<file path="src/rtl/riscv_muldiv.sv">
// Iterative RV32M multiply/divide unit: shift-add multiply, restoring divide, one bit per cycle.
// Define MULDIV_FAST_MUL_EN to resolve multiplies in one cycle with a combinational multiplier.
module riscv_muldiv #(
   parameter int XLEN  = 32,
   parameter int CNT_W = 6
) (
   input  logic            clk,
   input  logic            rst_n,
   input  logic            in_valid,
   output logic            in_ready,
   input  logic [2:0]      op,
   input  logic [XLEN-1:0] a,
   input  logic [XLEN-1:0] b,
   input  logic            flush,
   output logic            out_valid,
   input  logic            out_ready,
   output logic [XLEN-1:0] result,
   output logic            busy
);

   typedef enum logic [1:0] {IDLE, CALC, DONE} state_t;

   localparam logic [XLEN-1:0]  MIN_INT = {1'b1, {(XLEN-1){1'b0}}};
   localparam logic [CNT_W-1:0] LAST    = CNT_W'(XLEN - 1);

   state_t            state;
   logic [2:0]        op_r;
   logic              neg_q, neg_r;
   logic [CNT_W-1:0]  cnt;
   logic [2*XLEN-1:0] acc, acc_step, prod_fix;
   logic [XLEN-1:0]   opb, quot_fix, rem_fix, final_res, special_res;
   logic [XLEN-1:0]   mag_a, mag_b;
   logic [XLEN:0]     mul_sum, trial, diff;
   logic              signed_a, signed_b, a_neg, b_neg, div_by_zero, div_ovf;

   // Operands are reduced to magnitudes at accept; signs are reapplied when the result is formed.
   assign signed_a    = (op == 3'b001) || (op == 3'b010) || (op[2] && !op[0]);
   assign signed_b    = (op == 3'b001) || (op[2] && !op[0]);
   assign a_neg       = signed_a & a[XLEN-1];
   assign b_neg       = signed_b & b[XLEN-1];
   assign mag_a       = a_neg ? -a : a;
   assign mag_b       = b_neg ? -b : b;
   assign div_by_zero = op[2] && (b == '0);
   assign div_ovf     = op[2] && !op[0] && (a == MIN_INT) && (b == '1);

   always_comb begin
      special_res = '0;
      if (div_by_zero) special_res = op[1] ? a : '1;
      else             special_res = op[1] ? '0 : MIN_INT;
   end

`ifdef MULDIV_FAST_MUL_EN
   logic [2*XLEN-1:0] fast_a, fast_b, fast_prod;
   logic [XLEN-1:0]   fast_res;
   assign fast_a    = {{XLEN{a_neg}}, a};
   assign fast_b    = {{XLEN{b_neg}}, b};
   assign fast_prod = fast_a * fast_b;
   assign fast_res  = (op == 3'b000) ? fast_prod[XLEN-1:0] : fast_prod[2*XLEN-1:XLEN];
`endif

   // acc holds {partial product, multiplier} for multiply and {remainder, dividend/quotient} for divide.
   always_comb begin
      mul_sum = {1'b0, acc[2*XLEN-1:XLEN]} + {1'b0, (acc[0] ? opb : '0)};
      trial   = {acc[2*XLEN-1:XLEN], acc[XLEN-1]};
      diff    = trial - {1'b0, opb};
      if (!op_r[2])          acc_step = {mul_sum, acc[XLEN-1:1]};
      else if (!diff[XLEN])  acc_step = {diff[XLEN-1:0], acc[XLEN-2:0], 1'b1};
      else                   acc_step = {trial[XLEN-1:0], acc[XLEN-2:0], 1'b0};
   end

   always_comb begin
      prod_fix  = neg_q ? -acc_step : acc_step;
      quot_fix  = neg_q ? -acc_step[XLEN-1:0] : acc_step[XLEN-1:0];
      rem_fix   = neg_r ? -acc_step[2*XLEN-1:XLEN] : acc_step[2*XLEN-1:XLEN];
      final_res = '0;
      case (op_r)
         3'b000:                 final_res = acc_step[XLEN-1:0];
         3'b001, 3'b010, 3'b011: final_res = prod_fix[2*XLEN-1:XLEN];
         3'b100, 3'b101:         final_res = quot_fix;
         default:                final_res = rem_fix;
      endcase
   end

   // Flush outranks both a new accept and a result handshake.
   always_ff @(posedge clk or negedge rst_n) begin
      if (!rst_n) begin
         state     <= IDLE;
         in_ready  <= 1'b1;
         out_valid <= 1'b0;
         busy      <= 1'b0;
         result    <= '0;
         cnt       <= '0;
         op_r      <= '0;
         neg_q     <= 1'b0;
         neg_r     <= 1'b0;
         acc       <= '0;
         opb       <= '0;
      end else if (flush) begin
         state     <= IDLE;
         in_ready  <= 1'b1;
         out_valid <= 1'b0;
         busy      <= 1'b0;
      end else begin
         case (state)
            IDLE: begin
               if (in_valid) begin
                  op_r     <= op;
                  neg_q    <= a_neg ^ b_neg;
                  neg_r    <= a_neg;
                  opb      <= mag_b;
                  acc      <= {{XLEN{1'b0}}, mag_a};
                  cnt      <= '0;
                  in_ready <= 1'b0;
                  busy     <= 1'b1;
                  if (div_by_zero || div_ovf) begin
                     state     <= DONE;
                     out_valid <= 1'b1;
                     result    <= special_res;
                  end
`ifdef MULDIV_FAST_MUL_EN
                  else if (!op[2]) begin
                     state     <= DONE;
                     out_valid <= 1'b1;
                     result    <= fast_res;
                  end
`endif
                  else begin
                     state <= CALC;
                  end
               end
            end
            CALC: begin
               acc <= acc_step;
               cnt <= cnt + 1'b1;
               if (cnt == LAST) begin
                  state     <= DONE;
                  out_valid <= 1'b1;
                  result    <= final_res;
               end
            end
            DONE: begin
               if (out_ready) begin
                  state     <= IDLE;
                  out_valid <= 1'b0;
                  busy      <= 1'b0;
                  in_ready  <= 1'b1;
               end
            end
            default: state <= IDLE;
         endcase
      end
   end

endmodule

</file>
<file path="config.mk">
export PLATFORM = sky130hd
export DESIGN_NAME = riscv_muldiv
export DESIGN_NICKNAME = d
export VERILOG_FILES = /design/src/rtl/riscv_muldiv.sv
export SDC_FILE = /design/constraint.sdc
export NUM_CORES = 1
export LEC_CHECK = 0
export ABC_AREA = 0
export CAP_MARGIN = 20
export CORE_MARGIN = 3
export CORE_UTILIZATION = 40
export DETAILED_ROUTE_END_ITERATION = 16
export SYNTH_ARGS = -nofsm -noshare
export SYNTH_HDL_FRONTEND = slang
export SYNTH_SLANG_ARGS = --single-unit
</file>
<file path="constraint.sdc">
create_clock -name clk -period 5.85 [get_ports clk]
set_clock_uncertainty 0.05 [all_clocks]
set_input_delay 1.4625 -clock clk [delete_from_list [all_inputs] [get_ports clk]]
set_output_delay 1.4625 -clock clk [all_outputs]
set_load 0.005 [all_outputs]
</file>
==> results by group, run 1 <==
Routing
  • Vias per cell: 6.31
  • Routed WL: 70300 µm
  • Router iterations before antenna repair: 6
  • DRC: 0
  • Avg WL per Cell: 24.6 µm
  • Antenna Violating Nets Remaining: 0
  • First DRT Iteration DRCs: 2242
  • Vias: 18000

Worst setup path
  • CP required: 6.20 ns
  • Setup crit end kind: flip-flop
  • Register-to-register setup slack: 0.28 ns
  • Worst Path Arrival: 5.93 ns
  • CP Class: reg2reg
  • Worst reg2reg path startpoint: acc[60]$_DFFE_PN0P_
  • Critical path peak fanout: 6
  • Worst Setup Start Kind: flip-flop
  • Crit path launch: acc[60]$_DFFE_PN0P_

Timing
  • Worst relative slew slack: 21.7%
  • Worst Tran Pin Value: 1.17 ns
  • RSZ-0062 raised after global routing: no
  • Period minus WS final: 5.57 ns
  • Worst Hold Slack: 0.446 ns
  • Max-slew violation count: 0
  • Setup Viol. Count Final: 0
  • Hold Violations, Final: 0
  • Fin crit share: 95.3%
  • Final setup TNS: 0 ns
  • Fmax: 179 MHz

Placed design
  • DP Area: 18300 µm²
  • Detail Placement HPWL: 54800 µm
  • Total placed cells including tap cells: 2821
  • Routability congestion estimate: 0.983
  • Port buffer count: 106

Final layout
  • Core Util, Final: 47.0%
  • Design area: 18800 µm²
  • Layout cells sized above 1: 9.32%
  • Final #Nets: 2461
  • N_diodes: 0
  • Final std cells w/o fill: 2854
  • Synthesis-to-finish area growth: 15.0%

Power
  • Switching share of power: 55.2%
  • Lkg Pwr: 7.77 nW
  • Clock share of power: 9.7%
  • Net switching power: 6.05 mW
  • Pint: 4.90 mW
  • Pwr dens: 582 nW/µm²
  • Peak VDD IR: 0.311 mV
  • Flop pwr share: 17.6%
  • Combinational share of power: 72.7%

Global routing
  • Vias in the first global route: 17300
  • GRT busiest layer: met2
  • Grt met3 use: 7.60%
  • Met1 usage: 44.2%
  • First-pass GRT wire length: 106000 µm
  • All-Layer GR Usage: 31.4%
  • Pin count of the biggest net entering global routing: 80
  • Initial antenna violation count: 3
  • Grt ovf: 0
  • Met2 usage: 46.8%

Clock tree
  • Worst-case clock buffer depth: 2
  • CTS buffer count: 17
  • CTS tree: done
  • Hold buffer count at CTS: 0
  • CTS clock-pin slew for the worst setup and hold paths: 0.07 ns
  • Root buf cell: clkbuf_16
  • CTS H-tree depth: 4
  • CTS Sinks: 144
  • Worst skew pair latency: 0.47 ns

Synthesis
  • Area share of the largest cell type after synthesis: 21.8%
  • Post-Syn Area: 16400 µm²
  • Seq/Total Area, Yosys: 22.0%
  • #FFs+latches synth: 144
  • Number of synthesized flops with an enable pin: 0
  • Post-synth top flop: dfrtp_1
  • Post-synth net total: 2381
  • Synth async-reset ratio: 100%
  • Syn_area_per_cell: 7.32 µm²
  • Synth area leaders: dfrtp_1, o21ai_0, a21oi_1
  • Yosys cell types: 108
  • Warnings from Yosys: 0
  • Area leader, netlist: dfrtp_1
  • Post-Synthesis Cells: 2237
  • Most common library cells after synthesis: nand2_1, o21ai_0, nor2_1, a21oi_1, dfrtp_1
  • Top-count cell post-synth: nand2_1

Floorplanning
  • Core area: 40100 µm²
  • Die X: 208 µm
  • Full die area: 43400 µm²
  • Cell row count: 73
  • Starting Density: 40.9%
  • Die Y-Extent: 208 µm
  • I/O pin count: 107

Job
  • Maximum Capacitance Violations: 0

Hold path
  • Worst Hold Class: reg2reg
  • Hold path start: result[1]$_DFFE_PN0P_

Status
  • Outcome: complete, no violations
## through the flow
| step | total power [mW] | worst slack [ns] |
|---|---|---|
| finish | 11.0 | 0.277 |
| global route | 11.6 | 0.0548 |
| CTS | 10.7 | 0.131 |
| detailed placement | 9.63 | 0.168 |
| global placement | 9.63 | 0.360 |
| floorplan | 6.84 | 0.0305 |
## power by group through the flow
stage / Sequential, mW / Combinational, mW / Clock [mW]
final: 1.93 / 7.96 / 1.06
after global routing: 1.97 / 8.55 / 1.11
after floorplan: 1.68 / 5.16 / 0
after CTS: 1.91 / 7.75 / 1.07
after global placement: 1.92 / 7.71 / 0
after detailed placement: 1.92 / 7.71 / 0
## cells by family after synthesis
| logic type | share of synthesized area (%) |
|---|---|
| muxes | 3.51 |
| DFF | 22.0 |
| adders and majority gates | 5.59 |
| AOI/OAI and AO/OA | 30.8 |
| buffers and inverters | 5.48 |
| and+or+nand+nor | 23.8 |
| xor gates and xnor gates | 8.88 |
## registers in the layout (all words and copies together), names as in the netlist
name and flops:
opb 32, neg_q 1, out_valid 1, neg_r 1, acc 64, cnt 6
result 32, busy 1, in_ready 1, op_r 3, state 2
## cells in the final DEF, fill, tap and decap left out, drive strengths merged, types with 10 or more instances in the layout
cell type | netlist | routed
o21ai | 239 | 239
nand2 | 237 | 237
mux2i | 29 | 29
xnor2 | 95 | 95
nor3b | 11 | 11
nor4 | 24 | 24
buf | 42 | 95
o31ai | 34 | 34
and2 | 41 | 41
or3 | 26 | 26
xor2 | 71 | 71
dfrtp | 143 | 143
ha | 70 | 70
nand2b | 17 | 17
o221ai | 12 | 12
inv | 78 | 78
a22o | 15 | 15
nand3 | 42 | 42
o22ai | 11 | 11
nor2b | 16 | 16
nor3 | 62 | 62
clkdlybuf4s50 | 0 | 105
a21o | 23 | 23
and3 | 18 | 18
a21oi | 218 | 218
clkbuf | 97 | 20
a311oi | 10 | 10
o41ai | 10 | 10
mux2 | 25 | 25
nor2 | 215 | 215
a31oi | 27 | 27
or2 | 15 | 15
o211a | 16 | 16
o211ai | 21 | 21
nand4 | 39 | 39
o21a | 27 | 27
a211oi | 34 | 34
## worst paths after layout
check | to | cells after the start
worst max-delay path | result[12]$_DFFE_PN0P_ | 21
worst min-delay path | result[1]$_DFFE_PN0P_ | 2
worst max register to register | result[12]$_DFFE_PN0P_ | 21
worst min register to register | result[1]$_DFFE_PN0P_ | 2
max in group asynchronous | op_r[2]$_DFFE_PN0P_ | 2
min in group asynchronous | result[2]$_DFFE_PN0P_ | 1
## layer usage
metal | vias to the layer above | routed length (µm)
met5 | - | 8
li1 | 8343 | -
met1 | 8638 | 30300
met4 | 2 | 2540
met3 | 144 | 7310
met2 | 891 | 30100
## layout make-up
cell class / instances / area [µm²]
sequential: 144 / 3610
tap: 525 / 657
fill: 4088 / 21300
timing repair buffer: 200 / 1780
clock inverter: 11 / 93.8
inverter: 81 / 304
clock buffer: 20 / 447
multi-input combinational: 1873 / 11900
## critical path, cell delays in order, from the launching register on
cell and delay, ns:
dfrtp_1 0.42, ha_1 0.37, a21oi_1 0.20, o21ai_1 0.10
a221oi_2 0.37, o31ai_2 0.18, buf_4 0.20, a211oi_4 0.18
nor3_2 0.12, a21oi_2 0.17, ha_1 0.21, o211ai_1 0.12
or3_1 0.43, nor3_2 0.22, nand2_1 0.10, or3_1 0.40
or4_4 0.62, nand2b_2 0.25, nand2_1 0.09, xnor2_1 0.07
a2111oi_0 0.44, or3_1 0.18
## timing repair
action | CTS | global route
buffers inserted | 0 | 2
gates resized for setup | 0 | 5
setup endpoints to repair | 0 | 11
No activity file was read; power rests on OpenSTA's default activity.
==> run 2, diff against run 1 <==
--- a/config.mk
+++ b/config.mk
@@ -9,6 +9,7 @@
 export CAP_MARGIN = 20
 export CORE_MARGIN = 3
 export CORE_UTILIZATION = 40
+export CTS_CLUSTER_SIZE = 14
 export DETAILED_ROUTE_END_ITERATION = 16
 export SYNTH_ARGS = -nofsm -noshare
 export SYNTH_HDL_FRONTEND = slang
==> results of run 2 <==
Final layout, timing and power as in run 1 (identical DEF).
